### src/rtl/result_buffer_pkg.sv
// Shared sizing for the result capture queue.
// Latency: n/a (constants and width helpers only).
// Backpressure: n/a.
package result_buffer_pkg;

    localparam int DEF_DATA_WIDTH = 32;
    localparam int DEF_DEPTH      = 8;

    function automatic int ptr_w(input int depth);
        return $clog2(depth);
    endfunction

    function automatic int cnt_w(input int depth);
        return $clog2(depth) + 1;
    endfunction

    localparam int PTR_W = ptr_w(DEF_DEPTH);
    localparam int CNT_W = cnt_w(DEF_DEPTH);

endpackage

### src/rtl/result_fifo.sv
// Show-ahead circular FIFO; full/empty come from the occupancy count.
// Latency: a write is visible at rdata the cycle after the push edge.
// Backpressure: a push while full is ignored unless a pop happens in the same cycle.
module result_fifo
    import result_buffer_pkg::*;
#(
    parameter int DATA_WIDTH = DEF_DATA_WIDTH,
    parameter int DEPTH      = DEF_DEPTH
) (
    input  logic                      CLK,
    input  logic                      rst,
    input  logic                      clear,
    input  logic                      push,
    input  logic                      pop,
    input  logic [DATA_WIDTH-1:0]     wdata,
    output logic [DATA_WIDTH-1:0]     rdata,
    output logic [cnt_w(DEPTH)-1:0]   count,
    output logic                      full,
    output logic                      empty
);

    localparam int PW = ptr_w(DEPTH);
    localparam int CW = cnt_w(DEPTH);

    logic [DATA_WIDTH-1:0] mem [DEPTH];
    logic [PW-1:0]         wr_ptr;
    logic [PW-1:0]         rd_ptr;
    logic                  pop_ok;
    logic                  push_ok;

    assign full    = (count == CW'(DEPTH));
    assign empty   = (count == '0);
    assign pop_ok  = pop && !empty;
    assign push_ok = push && (!full || pop_ok);
    assign rdata   = mem[rd_ptr];

    always_ff @(posedge CLK or posedge rst) begin
        if (rst) begin
            wr_ptr <= '0;
            rd_ptr <= '0;
            count  <= '0;
        end else if (clear) begin
            wr_ptr <= '0;
            rd_ptr <= '0;
            count  <= '0;
        end else begin
            if (push_ok)
                wr_ptr <= (wr_ptr == PW'(DEPTH - 1)) ? '0 : wr_ptr + PW'(1);
            if (pop_ok)
                rd_ptr <= (rd_ptr == PW'(DEPTH - 1)) ? '0 : rd_ptr + PW'(1);
            case ({push_ok, pop_ok})
                2'b10:   count <= count + CW'(1);
                2'b01:   count <= count - CW'(1);
                default: count <= count;
            endcase
        end
    end

    // Storage is deliberately left out of reset and clear.
    always_ff @(posedge CLK) begin
        if (push_ok && !clear)
            mem[wr_ptr] <= wdata;
    end

endmodule

### src/rtl/result_buffer.sv
// Captures CPU write-back results on change and queues them for a slow consumer.
// Latency: a captured word appears at out_data/out_valid one cycle after capture.
// Backpressure: out_valid/out_ready; changes arriving while full are dropped and flagged sticky.
module result_buffer
    import result_buffer_pkg::*;
#(
    parameter int DATA_WIDTH = DEF_DATA_WIDTH,
    parameter int DEPTH      = DEF_DEPTH
) (
    input  logic                      CLK,
    input  logic                      rst,
    input  logic                      en,
    input  logic [DATA_WIDTH-1:0]     Result_in,
    input  logic                      clear,
    output logic [DATA_WIDTH-1:0]     out_data,
    output logic                      out_valid,
    input  logic                      out_ready,
    output logic [cnt_w(DEPTH)-1:0]   count,
    output logic                      overflow
);

    logic [DATA_WIDTH-1:0] last_q;
    logic                  has_last;
    logic                  push_req;
    logic                  pop;
    logic                  full;
    logic                  empty;

    assign out_valid = !empty;
    assign pop       = out_valid && out_ready;
    assign push_req  = en && (!has_last || (Result_in != last_q));

    result_fifo #(
        .DATA_WIDTH (DATA_WIDTH),
        .DEPTH      (DEPTH)
    ) u_fifo (
        .CLK   (CLK),
        .rst   (rst),
        .clear (clear),
        .push  (push_req && !clear),
        .pop   (pop),
        .wdata (Result_in),
        .rdata (out_data),
        .count (count),
        .full  (full),
        .empty (empty)
    );

    // The last value is tracked even for dropped pushes so a held value never re-requests.
    always_ff @(posedge CLK or posedge rst) begin
        if (rst) begin
            last_q   <= '0;
            has_last <= 1'b0;
            overflow <= 1'b0;
        end else if (clear) begin
            has_last <= 1'b0;
            overflow <= 1'b0;
        end else if (push_req) begin
            last_q   <= Result_in;
            has_last <= 1'b1;
            if (full && !pop)
                overflow <= 1'b1;
        end
    end

endmodule

### config.mk
export PLATFORM = sky130hd
export DESIGN_NAME = result_buffer
export DESIGN_NICKNAME = d
export VERILOG_FILES = /design/src/rtl/result_buffer_pkg.sv /design/src/rtl/result_fifo.sv /design/src/rtl/result_buffer.sv
export SDC_FILE = /design/constraint.sdc
export NUM_CORES = 1
export LEC_CHECK = 0
export ABC_AREA = 1
export BUFFER_PORTS_ARGS = -buffer_cell sky130_fd_sc_hd__buf_2
export CORE_MARGIN = 2
export CORE_UTILIZATION = 35
export CTS_CLUSTER_DIAMETER = 40
export DETAILED_ROUTE_END_ITERATION = 12
export PLACE_DENSITY_LB_ADDON = 0.2
export SYNTH_ARGS = -nofsm -noshare
export SYNTH_HDL_FRONTEND = slang
export SYNTH_SLANG_ARGS = --single-unit
### constraint.sdc
create_clock -name CLK -period 7.2 [get_ports CLK]
set_input_delay 1.44 -clock CLK [delete_from_list [all_inputs] [get_ports CLK]]
set_output_delay 1.44 -clock CLK [all_outputs]
set_load 0.005 [all_outputs]
==> results of run 1 <==
## placed cells by master (no fill, tap or decap), types with 32 or more instances in the layout
master     netlist  final
a31oi_1         32     32
nor2_1         253    245
inv_1           61     58
nand2_1        119    119
buf_2            8     74
o22ai_1         32     32
o21ai_0        163    163
dfrtp_1         44     42
clkbuf_16        0     45
edfxtp_1       256    256
## routing by layer
metal  up-vias  routed length (um)  global-route usage
met5         -                   7                   0
met4         2                 560             0.04793
met1      3929               13900              0.2271
met2       187               13310              0.2539
li1       3900                   -                   -
met3        52                1412             0.03048
## power breakdown
part           internal [mW]  switching [mW]
registers               1.98          0.0865
logic                  0.306           0.566
clock network           1.34           0.764
## cells by family after synthesis
family	Yosys count	share of synthesized area
simple gates	387	0.1210
flops	300	0.7167
compound gates	247	0.1089
buf+inv	120	0.03938
fa+ha+maj	7	0.007754
xor+xnor	5	0.003571
mux	3	0.002755
## worst paths after layout
kind | startpoint | end | cells past startpoint
min in group asynchronous | rst | u_fifo.count[0] | 3
setup / recovery | u_fifo.rd_ptr[0] | out_data[22] | 7
max in group asynchronous | rst | u_fifo.rd_ptr[0] | 3
hold reg to reg | overflow | overflow | 2
setup reg to reg | last_q[7] | u_fifo.count[3] | 17
hold / removal | overflow | overflow | 2
## Yosys cell counts (6+ instances only)
master / n
clkbuf_1: 39
ha_1: 6
o21ai_0: 163
buf_2: 8
o22ai_1: 32
nand2_1: 119
dfrtp_1: 44
inv_1: 61
nand3_1: 6
edfxtp_1: 256
a31oi_1: 32
o21ai_1: 12
nor2_1: 253
## final cells by class
class / count / area, sq um / area share
sequential: 300 / 8793 / 0.6020
multi-input combinational: 649 / 3052 / 0.2089
clock buffer: 60 / 1222 / 0.08368
tap: 455 / 569.3 / 0.03897
timing repair buffer: 89 / 483.0 / 0.03306
clock inverter: 22 / 246.5 / 0.01687
inverter: 64 / 241.5 / 0.01653
## registers in the layout, summed over array words and instances (netlist names)
register,count
u_fifo.rd_ptr,3
u_fifo.count,4
u_fifo.wr_ptr,3
overflow,1
has_last,1
u_fifo.mem,256
last_q,32
## critical path, delay by kind of cell, from the launching register on
family / cells / cell delay [ns]
and+or+nand+nor: 1 / 0.10
buffers and inverters: 3 / 1.77
AOI/OAI and AO/OA: 3 / 0.42
DFF: 1 / 0.91
==> flow_summary.yaml, run 1 <==
status:
  status: "completed"
clock_network:
  clock_tree.buffer_depth: 3
  cts_tree: "done"
  clock_latency_ns: 0.54
  h-tree-depth: 2
  cts_buffers: 45
  post_cts_resized: 0
  root_buffer: "clkbuf_16"
  cts_hold_buf: 0
  path_clk_slew_ns: 0.05
  clock_sinks: 300
  cts_setup_buffers: 0
place:
  io_buffer_count: 74
  place_hpwl_um: 16710
  place_inst: 1557
  dpl_cell_area_sq_um: 13140
  pre_cts_ws_ns: 2.443
  place.gp.congestion: 0.7366
worst_setup_path:
  required_ns: 5.76
  cp-start-kind: "flip-flop"
  ff2ff_setup_slack_ns: 4.02
  cp-end-kind: "primary output"
  crit_type: "reg2out"
  cpMaxStageDelayCell: "clkinv_2"
  path_cells: "clkinv_2 -> buf_4 -> o21ai_0 -> o22ai_1 -> nor2_1 -> a31oi_1 -> buf_2"
  critPathMaxStageDelay_ns: 0.95
  critPathArrivalTime_ns: 3.75
  critical_path.max_fanout: 71
timing:
  whs_ns: 0.4859
  period_share: 0.7205
  period_minus_slack_ns: 5.188
  fin_setup_tns_ns: 0
  hold_viol_final: 0
  fin_skew_ns: 0.02749
  drv_slew: 0
  rsz0062_at_grt: "no"
  fmax_mhz: 192.8
  relSlewSlack: 0.3424
  setup_violations: 0
  layout_setup_ws_ns: 2.012
  worst_pin_slew_ns: 0.9863
drt:
  drc_errors: 0
  via_count: 8070
  drt_iter0_drc: 538
  via_per_inst: 4.924
  routedWlPerCell_um: 17.81
  first_pass_iters: 4
  antenna_left: 0
  wirelength_um: 29200
die:
  die_y_um: 191.2
  start_util: 0.3550
  io_pins: 75
  die_area_sq_um: 36550
  die_width_um: 191.2
  num_rows: 68
  core_area_sq_um: 34540
pwr:
  p_leak_nw: 5.438
  powerDensity_nw_per_um2: 345.3
  ir_drop_mv: 0.1820
  p_total_mw: 5.044
cells_and_area:
  nets: 1193
  instances_no_fill: 1639
  diodes: 0
  layout-drive-gt1-share: 0.1563
  final_util: 0.4229
  area_growth_pct: 19.12
  finalInstanceArea_sq_um: 14610
  n_fill_cell: 3267
synthesis:
  synth_top_area_cell: "edfxtp_1"
  synth_edf_count: 256
  yosys.cell_types.count: 29
  syn_avg_cell_area_sq_um: 11.47
  synth_nets: 1113
  synthArstFlopShare: 0.1467
  ys.flop_type: "edfxtp_1"
  yosysWarnings: 0
  yosys-top-cells-area: "edfxtp_1 (63%), dfrtp_1 (9.0%), nor2_1 (7.7%)"
  synth-seq-cells: 300
  syn_inst: 1069
  synth_top_area_share: 0.6269
  netlist_area_sq_um: 12260
  synth-seq-area-share: 0.7167
global_routing:
  grt_usage: 0.1613
  overflow: 0
  grt_pass1_wl_um: 45250
  antenna_found_initial: 1
  grt_max_degree: 72
  grt_pass1_vias: 7938
run:
  cap_violations: 0
min_path:
  hp-class: "reg2reg"
Power figures use the tool's default switching activity.
==> run 2: changes to the inputs <==
==> constraint.sdc (replaced) <==
create_clock -name CLK -period 5.2 [get_ports CLK]
set_input_delay 1.04 -clock CLK [delete_from_list [all_inputs] [get_ports CLK]]
set_output_delay 1.04 -clock CLK [all_outputs]
set_load 0.005 [all_outputs]
==> flow_summary.yaml, run 2 (synthesized netlist as in run 1, its figures left out) <==
status:
  status: "completed"
worst_setup_path:
  ff2ff_setup_slack_ns: 2.43
  crit_type: "reg2out"
  critical_path.max_fanout: 48
  cp-start-kind: "flip-flop"
  cp-end-kind: "primary output"
  required_ns: 4.16
  critPathArrivalTime_ns: 3.26
place:
  place.gp.congestion: 0.7509
  place_hpwl_um: 17260
  dpl_cell_area_sq_um: 13220
  pre_cts_ws_ns: 1.360
  place_inst: 1559
  io_buffer_count: 74
clock_network:
  cts_tree: "done"
  clock_sinks: 300
  post_cts_resized: 0
  clock_latency_ns: 0.53
  path_clk_slew_ns: 0.05
  h-tree-depth: 2
  root_buffer: "clkbuf_16"
  cts_hold_buf: 0
  cts_buffers: 43
  cts_setup_buffers: 0
  clock_tree.buffer_depth: 3
cells_and_area:
  final_common_cell: "edfxtp_1"
  top_regs: "u_fifo.mem: 256 flops, last_q: 32 flops, u_fifo.count: 4 flops"
  layout-drive-gt1-share: 0.1572
  area_growth_pct: 19.98
  final_util: 0.4259
  finalInstanceArea_sq_um: 14710
  n_fill_cell: 3291
  instances_no_fill: 1638
  largest_reg_flops: 256
  diodes: 0
  largest-register: "u_fifo.mem"
  layout_common_cells: "edfxtp_1 (256), nor2_1 (245), o21ai_0 (163)"
  nets: 1193
pwr:
  p_leak_nw: 5.456
  p_total_mw: 7.100
  powerDensity_nw_per_um2: 482.6
  ir_drop_mv: 0.2951
run:
  cap_violations: 0
die:
  io_pins: 75
  core_area_sq_um: 34540
  num_rows: 68
  start_util: 0.3550
  die_area_sq_um: 36550
  die_y_um: 191.2
  die_width_um: 191.2
drt:
  wirelength_um: 29650
  routedWlPerCell_um: 18.10
  antenna_left: 0
  drc_errors: 0
  first_pass_iters: 5
  via_per_inst: 4.899
  via_count: 8024
  drt_iter0_drc: 617
timing:
  period_share: 0.8271
  fin_skew_ns: 0.02163
  whs_ns: 0.5065
  period_minus_slack_ns: 4.301
  worst_pin_slew_ns: 1.057
  rsz0062_at_grt: "no"
  layout_setup_ws_ns: 0.8991
  drv_slew: 0
  fin_setup_tns_ns: 0
  fmax_mhz: 232.5
  setup_violations: 0
  relSlewSlack: 0.2954
  hold_viol_final: 0
global_routing:
  antenna_found_initial: 0
  grt_pass1_wl_um: 46510
  overflow: 0
  grt_usage: 0.1658
  grt_pass1_vias: 8012
  grt_max_degree: 95
min_path:
  hp-class: "reg2reg"
==> run 2: final timing paths <==
check                                 startpoint               end  cells after the start
worst max-delay path            u_fifo.rd_ptr[0]       out_data[6]                      7
worst min-delay path                   last_q[4]         last_q[4]                      2
worst max register to register        last_q[17]  u_fifo.mem[4][1]                     10
worst min register to register         last_q[4]         last_q[4]                      2
max in group asynchronous                    rst  u_fifo.rd_ptr[0]                      2
min in group asynchronous                    rst        last_q[20]                      2
==> run 2: routing by layer <==
layer  GRT usage  up-vias  part of all wire
met5           0        -                 0
met4     0.04083        0             0.017
met3     0.02974       50             0.045
met2      0.2599      190              0.46
met1      0.2389     3878              0.48
li1            -     3906                 -
==> run 2: final cells by class <==
class                   instances  area (sq um)  share of cell area
inverters                      64         241.5             0.01641
repair buffers                 91         560.5             0.03810
multi-input cells             649          3052              0.2074
clock inverters                31         401.6             0.02730
flip-flops and latches        300          8793              0.5977
well taps                     455         569.3             0.03869
clock buffers                  48          1095             0.07441
==> run 2: power by group <==
group          internal, mW  leakage, nW  switching, mW
Sequential             2.74         2.86         0.0950
Clock                  1.93        0.706           1.07
Combinational         0.430         1.89          0.833
Total                  5.10         5.46           2.00
==> run 2: worst max-delay path, cell delays in order, from the launching register on <==
cell,delay [ns]
dfrtp_4,0.72
clkinv_2,0.66
buf_4,0.51
o21ai_0,0.32
o22ai_1,0.11
nor2_1,0.11
a31oi_1,0.07
buf_2,0.19
